**src/rtl/traffic_pkg.sv**
```systemverilog
// Shared types and constants for the intersection sequencer: phase codes,
// lamp encodings and default dwell durations (in ticks).
package traffic_pkg;

  typedef enum logic [2:0] {
    ALLRED_B = 3'd0,
    NS_GRN   = 3'd1,
    NS_YEL   = 3'd2,
    ALLRED_A = 3'd3,
    EW_GRN   = 3'd4,
    EW_YEL   = 3'd5,
    PED_WALK = 3'd6
  } phase_e;

  // Lamp encodings, {red,yellow,green}
  localparam logic [2:0] RED = 3'b100;
  localparam logic [2:0] YEL = 3'b010;
  localparam logic [2:0] GRN = 3'b001;

  localparam int NS_GRN_DEF = 15;
  localparam int EW_GRN_DEF = 10;
  localparam int YEL_DEF    = 2;
  localparam int ALLRED_DEF = 1;
  localparam int WALK_DEF   = 6;
  localparam int CNT_W_DEF  = 5;

  // {ns_light, ew_light} shown while in phase p; anything else is all-red.
  function automatic logic [5:0] lights(phase_e p);
    case (p)
      NS_GRN:  return {GRN, RED};
      NS_YEL:  return {YEL, RED};
      EW_GRN:  return {RED, GRN};
      EW_YEL:  return {RED, YEL};
      default: return {RED, RED};
    endcase
  endfunction

endpackage

```
**src/rtl/phase_timer.sv**
```systemverilog
// Dwell counter: loads (duration-1) on phase entry, decrements on each tick
// until it reaches zero. done flags the zero count (the transition tick).
module phase_timer #(
  parameter int CNT_W   = 5,
  parameter int RST_VAL = 0
) (
  input  logic             clk,
  input  logic             rst,
  input  logic             tick,
  input  logic             load,
  input  logic [CNT_W-1:0] load_val,
  output logic [CNT_W-1:0] count,
  output logic             done
);

  logic [CNT_W-1:0] cnt_q;

  // Load wins over decrement; counting stops at zero.
  always_ff @(posedge clk or posedge rst) begin
    if (rst)                       cnt_q <= CNT_W'(RST_VAL);
    else if (load)                 cnt_q <= load_val;
    else if (tick && cnt_q != '0)  cnt_q <= cnt_q - 1'b1;
  end

  assign count = cnt_q;
  assign done  = (cnt_q == '0);

endmodule

```
**src/rtl/intersection_sequencer.sv**
```systemverilog
// Two-approach traffic light sequencer with all-red clearance and an
// optional pedestrian walk phase (enabled by INTERSECTION_PED_WALK_EN).
// Lamp outputs are registered from the next state so they change together
// with phase; reset forces all-red asynchronously.
module intersection_sequencer
  import traffic_pkg::*;
#(
  parameter int NS_GRN_TICKS = NS_GRN_DEF,
  parameter int EW_GRN_TICKS = EW_GRN_DEF,
  parameter int YEL_TICKS    = YEL_DEF,
  parameter int ALLRED_TICKS = ALLRED_DEF,
  parameter int WALK_TICKS   = WALK_DEF,
  parameter int CNT_W        = CNT_W_DEF
) (
  input  logic       clk,
  input  logic       rst,
  input  logic       tick,
  input  logic       sensor_ew,
  input  logic       ped_req,
  output logic [2:0] ns_light,
  output logic [2:0] ew_light,
  output logic       walk,
  output logic [2:0] phase
);

  localparam logic [CNT_W-1:0] NS_LD     = CNT_W'(NS_GRN_TICKS - 1);
  localparam logic [CNT_W-1:0] EW_LD     = CNT_W'(EW_GRN_TICKS - 1);
  localparam logic [CNT_W-1:0] YEL_LD    = CNT_W'(YEL_TICKS - 1);
  localparam logic [CNT_W-1:0] ALLRED_LD = CNT_W'(ALLRED_TICKS - 1);
  localparam logic [CNT_W-1:0] WALK_LD   = CNT_W'(WALK_TICKS - 1);

  phase_e           state_q, state_d;
  logic             load;
  logic [CNT_W-1:0] load_val;
  logic             done;
  logic [CNT_W-1:0] unused_cnt;
  logic             ped_go;
  logic [2:0]       ns_q, ew_q;

  phase_timer #(
    .CNT_W  (CNT_W),
    .RST_VAL(ALLRED_TICKS - 1)
  ) u_timer (
    .clk     (clk),
    .rst     (rst),
    .tick    (tick),
    .load    (load),
    .load_val(load_val),
    .count   (unused_cnt),
    .done    (done)
  );

`ifdef INTERSECTION_PED_WALK_EN
  logic ped_q, ped_d, walk_q, enter_walk;

  assign enter_walk = (state_d == PED_WALK) && (state_q != PED_WALK);
  // A new request in the same cycle as walk entry stays latched.
  assign ped_d      = ped_req | (ped_q & ~enter_walk);
  assign ped_go     = ped_q;

  // Pending pedestrian request latch.
  always_ff @(posedge clk or posedge rst) begin
    if (rst) ped_q <= 1'b0;
    else     ped_q <= ped_d;
  end

  // Walk lamp registered from next state, aligned with phase.
  always_ff @(posedge clk or posedge rst) begin
    if (rst) walk_q <= 1'b0;
    else     walk_q <= (state_d == PED_WALK);
  end

  assign walk = walk_q;
`else
  logic unused_ped;
  assign unused_ped = ped_req;
  assign ped_go     = 1'b0;
  assign walk       = 1'b0;
`endif

  // Phase register.
  always_ff @(posedge clk or posedge rst) begin
    if (rst) state_q <= ALLRED_B;
    else     state_q <= state_d;
  end

  // Next phase: leave on the tick that sees a zero count; NS green also
  // waits for demand. Unknown codes fall back to ALLRED_B immediately.
  always_comb begin
    state_d = state_q;
    case (state_q)
      ALLRED_B: if (tick && done) state_d = ped_go ? PED_WALK : NS_GRN;
      NS_GRN:   if (tick && done && (sensor_ew || ped_go)) state_d = NS_YEL;
      NS_YEL:   if (tick && done) state_d = ALLRED_A;
      ALLRED_A: if (tick && done) state_d = EW_GRN;
      EW_GRN:   if (tick && done) state_d = EW_YEL;
      EW_YEL:   if (tick && done) state_d = ALLRED_B;
`ifdef INTERSECTION_PED_WALK_EN
      PED_WALK: if (tick && done) state_d = NS_GRN;
`endif
      default:  state_d = ALLRED_B;
    endcase
  end

  // Reload the dwell counter whenever the phase changes.
  always_comb begin
    load     = (state_d != state_q);
    load_val = ALLRED_LD;
    case (state_d)
      NS_GRN:         load_val = NS_LD;
      NS_YEL, EW_YEL: load_val = YEL_LD;
      EW_GRN:         load_val = EW_LD;
      PED_WALK:       load_val = WALK_LD;
      default:        load_val = ALLRED_LD;
    endcase
  end

  // Lamp registers driven from the next phase so there is no extra lag.
  always_ff @(posedge clk or posedge rst) begin
    if (rst) {ns_q, ew_q} <= {RED, RED};
    else     {ns_q, ew_q} <= lights(state_d);
  end

  assign ns_light = ns_q;
  assign ew_light = ew_q;
  assign phase    = state_q;

endmodule

```
**config.mk**
```make
export PLATFORM = sky130hd
export DESIGN_NAME = intersection_sequencer
export DESIGN_NICKNAME = d
export VERILOG_FILES = /design/src/rtl/traffic_pkg.sv /design/src/rtl/phase_timer.sv /design/src/rtl/intersection_sequencer.sv
export SDC_FILE = /design/constraint.sdc
export NUM_CORES = 1
export LEC_CHECK = 0
export BUFFER_PORTS_ARGS = -buffer_cell sky130_fd_sc_hd__buf_2
export CORE_MARGIN = 3
export CORE_UTILIZATION = 50
export CTS_CLUSTER_SIZE = 20
export DETAILED_ROUTE_END_ITERATION = 16
export GPL_ROUTABILITY_DRIVEN = 0
export HOLD_SLACK_MARGIN = 0.06
export PLACE_DENSITY = 0.7
export RECOVER_POWER = 25
export SYNTH_ARGS = -nofsm -noshare
export SYNTH_HDL_FRONTEND = slang
export SYNTH_SLANG_ARGS = --single-unit
export TNS_END_PERCENT = 30
```
**constraint.sdc**
```tcl
create_clock -name clk -period 4.44 [get_ports clk]
set_input_delay 0.222 -clock clk [delete_from_list [all_inputs] [get_ports clk]]
set_output_delay 0.222 -clock clk [all_outputs]
set_load 0.02 [all_outputs]
```
==> results.cfg <==
[placement]
place_inst = 100
port_buffers = 12
placed_cell_area_sq_um = 845
place_hpwl_mm = 1.08

[grt]
gr-total-overflow = 0
grt_usage_pct = 15.5
grt_pass1_vias = 534
grt_max_degree = 15
grt_pass1_wl_mm = 2.35
antenna_found_initial = 0

[timing]
slew_violations = 0
finalHoldViolations = 0
finalSetupViolations = 0
fin_tns_setup_ps = 0
tightest_slew_ps = 500
period_share_pct = 51.4
fmax_mhz = 438
fin_crit_ps = 2280
hold_ws_ps = 210
grt_setup_unrepaired = false
relSlewSlack_pct = 65.7
fin_skew_ps = 2.29

[logic_synthesis]
synth_seq_cells = 14
synth.largest_area_cell = dfrtp_1
ys.flop_type = dfrtp_1
yosysMostFrequentCell = dfrtp_1
netlist_area_sq_um = 796
yosysTopAreaCellShare_pct = 37.7
synth.top_cells.by_count = dfrtp_1 (12), nor2_1 (6), inv_1 (5)
syn_inst = 78
yosysUniqueCellTypes = 39
synth_edf_count = 0
ys_seq_area_share_pct = 44.3
syn_nets = 85
yosys-top-cells-area = dfrtp_1 (38%), dfstp_2 (6.6%), a31oi_1 (3.1%)
async_reset_ff_share_pct = 100
synth_area_per_cell_sq_um = 10.2
synth_warnings = 0

[routing]
first_iter_violations = 7
dr.pass1.iters = 4
wl_per_cell_microns = 13.4
vias = 599
vias_per_cell = 5.70
drt_wl_total_mm = 1.40
ant_nets = 0
drc_errors = 0

[worst_setup_path]
cp_slowest_stage_delay_ps = 500
worstPathMaxFanout = 10
critPathLaunchType = register
worstPathCellList = inv_1, ha_1, nor4b_4, and3_1, mux2i_1, a31oi_1
crit_type = register to register
required_ps = 4570
slowest_stage = mux2i_1
endpoint_kind = register
arrival_ps = 2410

[power]
clockPowerShare_pct = 15.0
power.leakage_nw = 0.413
comb_power_share_pct = 44.3
p_sw_mw = 0.242
fin_total_pwr_mw = 0.589
internal_power_mw = 0.346
ir_drop_uv = 272
pwr-share-seq_pct = 40.7
p_per_area_nw_per_um2 = 661
switching_share_pct = 41.2

[layout]
drive_gt1_share_pct = 30.0
design_area_sq_um = 891
diodes = 0
fin_cells = 105
nets = 98
fillerInstances = 125
area_growth_pct = 11.9

[worst_hold_path]
worstHoldPathType = input port to register

[floorplanning]
dieWidth_microns = 45.9
fp-row-count = 13
io_pins = 15
start_util_pct = 56.9
fp.dieArea_sq_um = 2110
fp.coreArea_sq_um = 1400
fp.dieH_microns = 45.9

[clock_network]
cts_resized = 0
cts_tree = done
clkTransAtPathRegs_ps = 80
postCtsSetupRepairBufs = 0
cts_made_buffers = 3
cts-root-buf = clkbuf_4
ctsHtreeMaxLevel = 1
clk_latency_ps = 270
cts_sinks = 14
ctsLongestPathBuffers = 2
cts_hold_buf = 1

[job]
maxCapViolations = 0

[status]
status = completed
-- flip-flops by register name, summed over array words and instances (netlist names) --
name,cells
ew_light,3
ns_light,3
phase,3
u_timer.count,5
-- power groups by stage --
stage | clock network (mW) | registers [mW] | logic (mW)
floorplan | 0 | 0.244 | 0.198
global placement | 0 | 0.239 | 0.256
detailed placement | 0 | 0.241 | 0.262
CTS | 0.0910 | 0.239 | 0.263
global route | 0.0968 | 0.248 | 0.294
finish | 0.0882 | 0.239 | 0.261
-- path summary, 6_finish.rpt --
path	startpoint	endpoint	slack [ps]	cells past startpoint
max	u_timer.count[0]$_DFFE_PP0P_	u_timer.count[0]$_DFFE_PP0P_	2160	6
min	sensor_ew	ns_light[0]$_DFF_PP0_	210	2
max reg2reg	u_timer.count[0]$_DFFE_PP0P_	u_timer.count[0]$_DFFE_PP0P_	2160	6
min reg2reg	u_timer.count[4]$_DFFE_PP0P_	u_timer.count[4]$_DFFE_PP0P_	610	2
max in group asynchronous	rst	ns_light[2]$_DFF_PP1_	3570	3
min in group asynchronous	rst	u_timer.count[0]$_DFFE_PP0P_	510	3
-- critical path: cells and delay by family, from the launching register on --
kind	cells	cell delay, ps
AOI/OAI and AO/OA	1	140
adders and majority gates	1	150
buffers and inverters	1	110
DFF	1	430
muxes	1	500
and+or+nand+nor	2	820
-- kinds of logic after synthesis --
| logic type | Yosys count | synth area share [%] |
|---|---|---|
| simple gates | 26 | 21.1 |
| compound gates | 18 | 17.0 |
| flops | 14 | 44.3 |
| buf+inv | 11 | 6.60 |
| xor+xnor | 4 | 4.40 |
| fa+ha+maj | 2 | 3.14 |
| mux | 2 | 2.99 |
| other cells | 1 | 0.471 |
-- cells in the final DEF (no fill, tap or decap), drive strengths merged --
master / synthesis / final
nor4b: 1 / 1
o32ai: 2 / 2
a21oi: 4 / 4
o22a: 1 / 1
inv: 6 / 6
dlygate4sd3: 0 / 1
o2bb2ai: 1 / 1
buf: 3 / 12
nand3b: 1 / 1
xor2: 2 / 2
nor2b: 4 / 4
or3: 2 / 2
or4: 1 / 1
nand2b: 3 / 3
o21ai: 1 / 1
a21boi: 1 / 1
and2: 1 / 1
conb: 1 / 1
mux2i: 2 / 2
clkbuf: 2 / 4
xnor2: 2 / 2
ha: 2 / 2
a31oi: 4 / 4
nor2: 6 / 6
a221oi: 1 / 1
nand2: 2 / 2
and3: 1 / 1
or3b: 1 / 1
a211oi: 1 / 1
o31ai: 1 / 1
nand4: 1 / 1
or2: 2 / 2
a31o: 1 / 1
dfrtp: 12 / 12
dfstp: 2 / 2
-- per-layer routing --
| layer | track usage [%] | vias up | share of wire (%) |
|---|---|---|---|
| met5 | 0 | - | 0 |
| met4 | 5.11 | 0 | 1.2 |
| met3 | 2.37 | 2 | 3.8 |
| met2 | 23.1 | 12 | 44 |
| met1 | 22.5 | 288 | 50 |
| li1 | - | 297 | - |
-- area by class of cell --
class	count	area, sq um	area share [%]
repair buffers	13	70.1	7.87
well taps	15	18.8	2.11
inverters	6	22.5	2.53
clock buffers	4	36.3	4.07
flip-flops and latches	14	353	39.6
multi-input cells	53	390	43.8
-- metrics by stage --
step                      utilization [%]  setup slack, ps
after CTS                            63.7             2150
after global routing                 63.7             1970
after global placement               60.4             2160
final                                63.7             2160
after floorplan                         -             2510
after detailed placement             60.4             2170
Power figures use the tool's default switching activity.
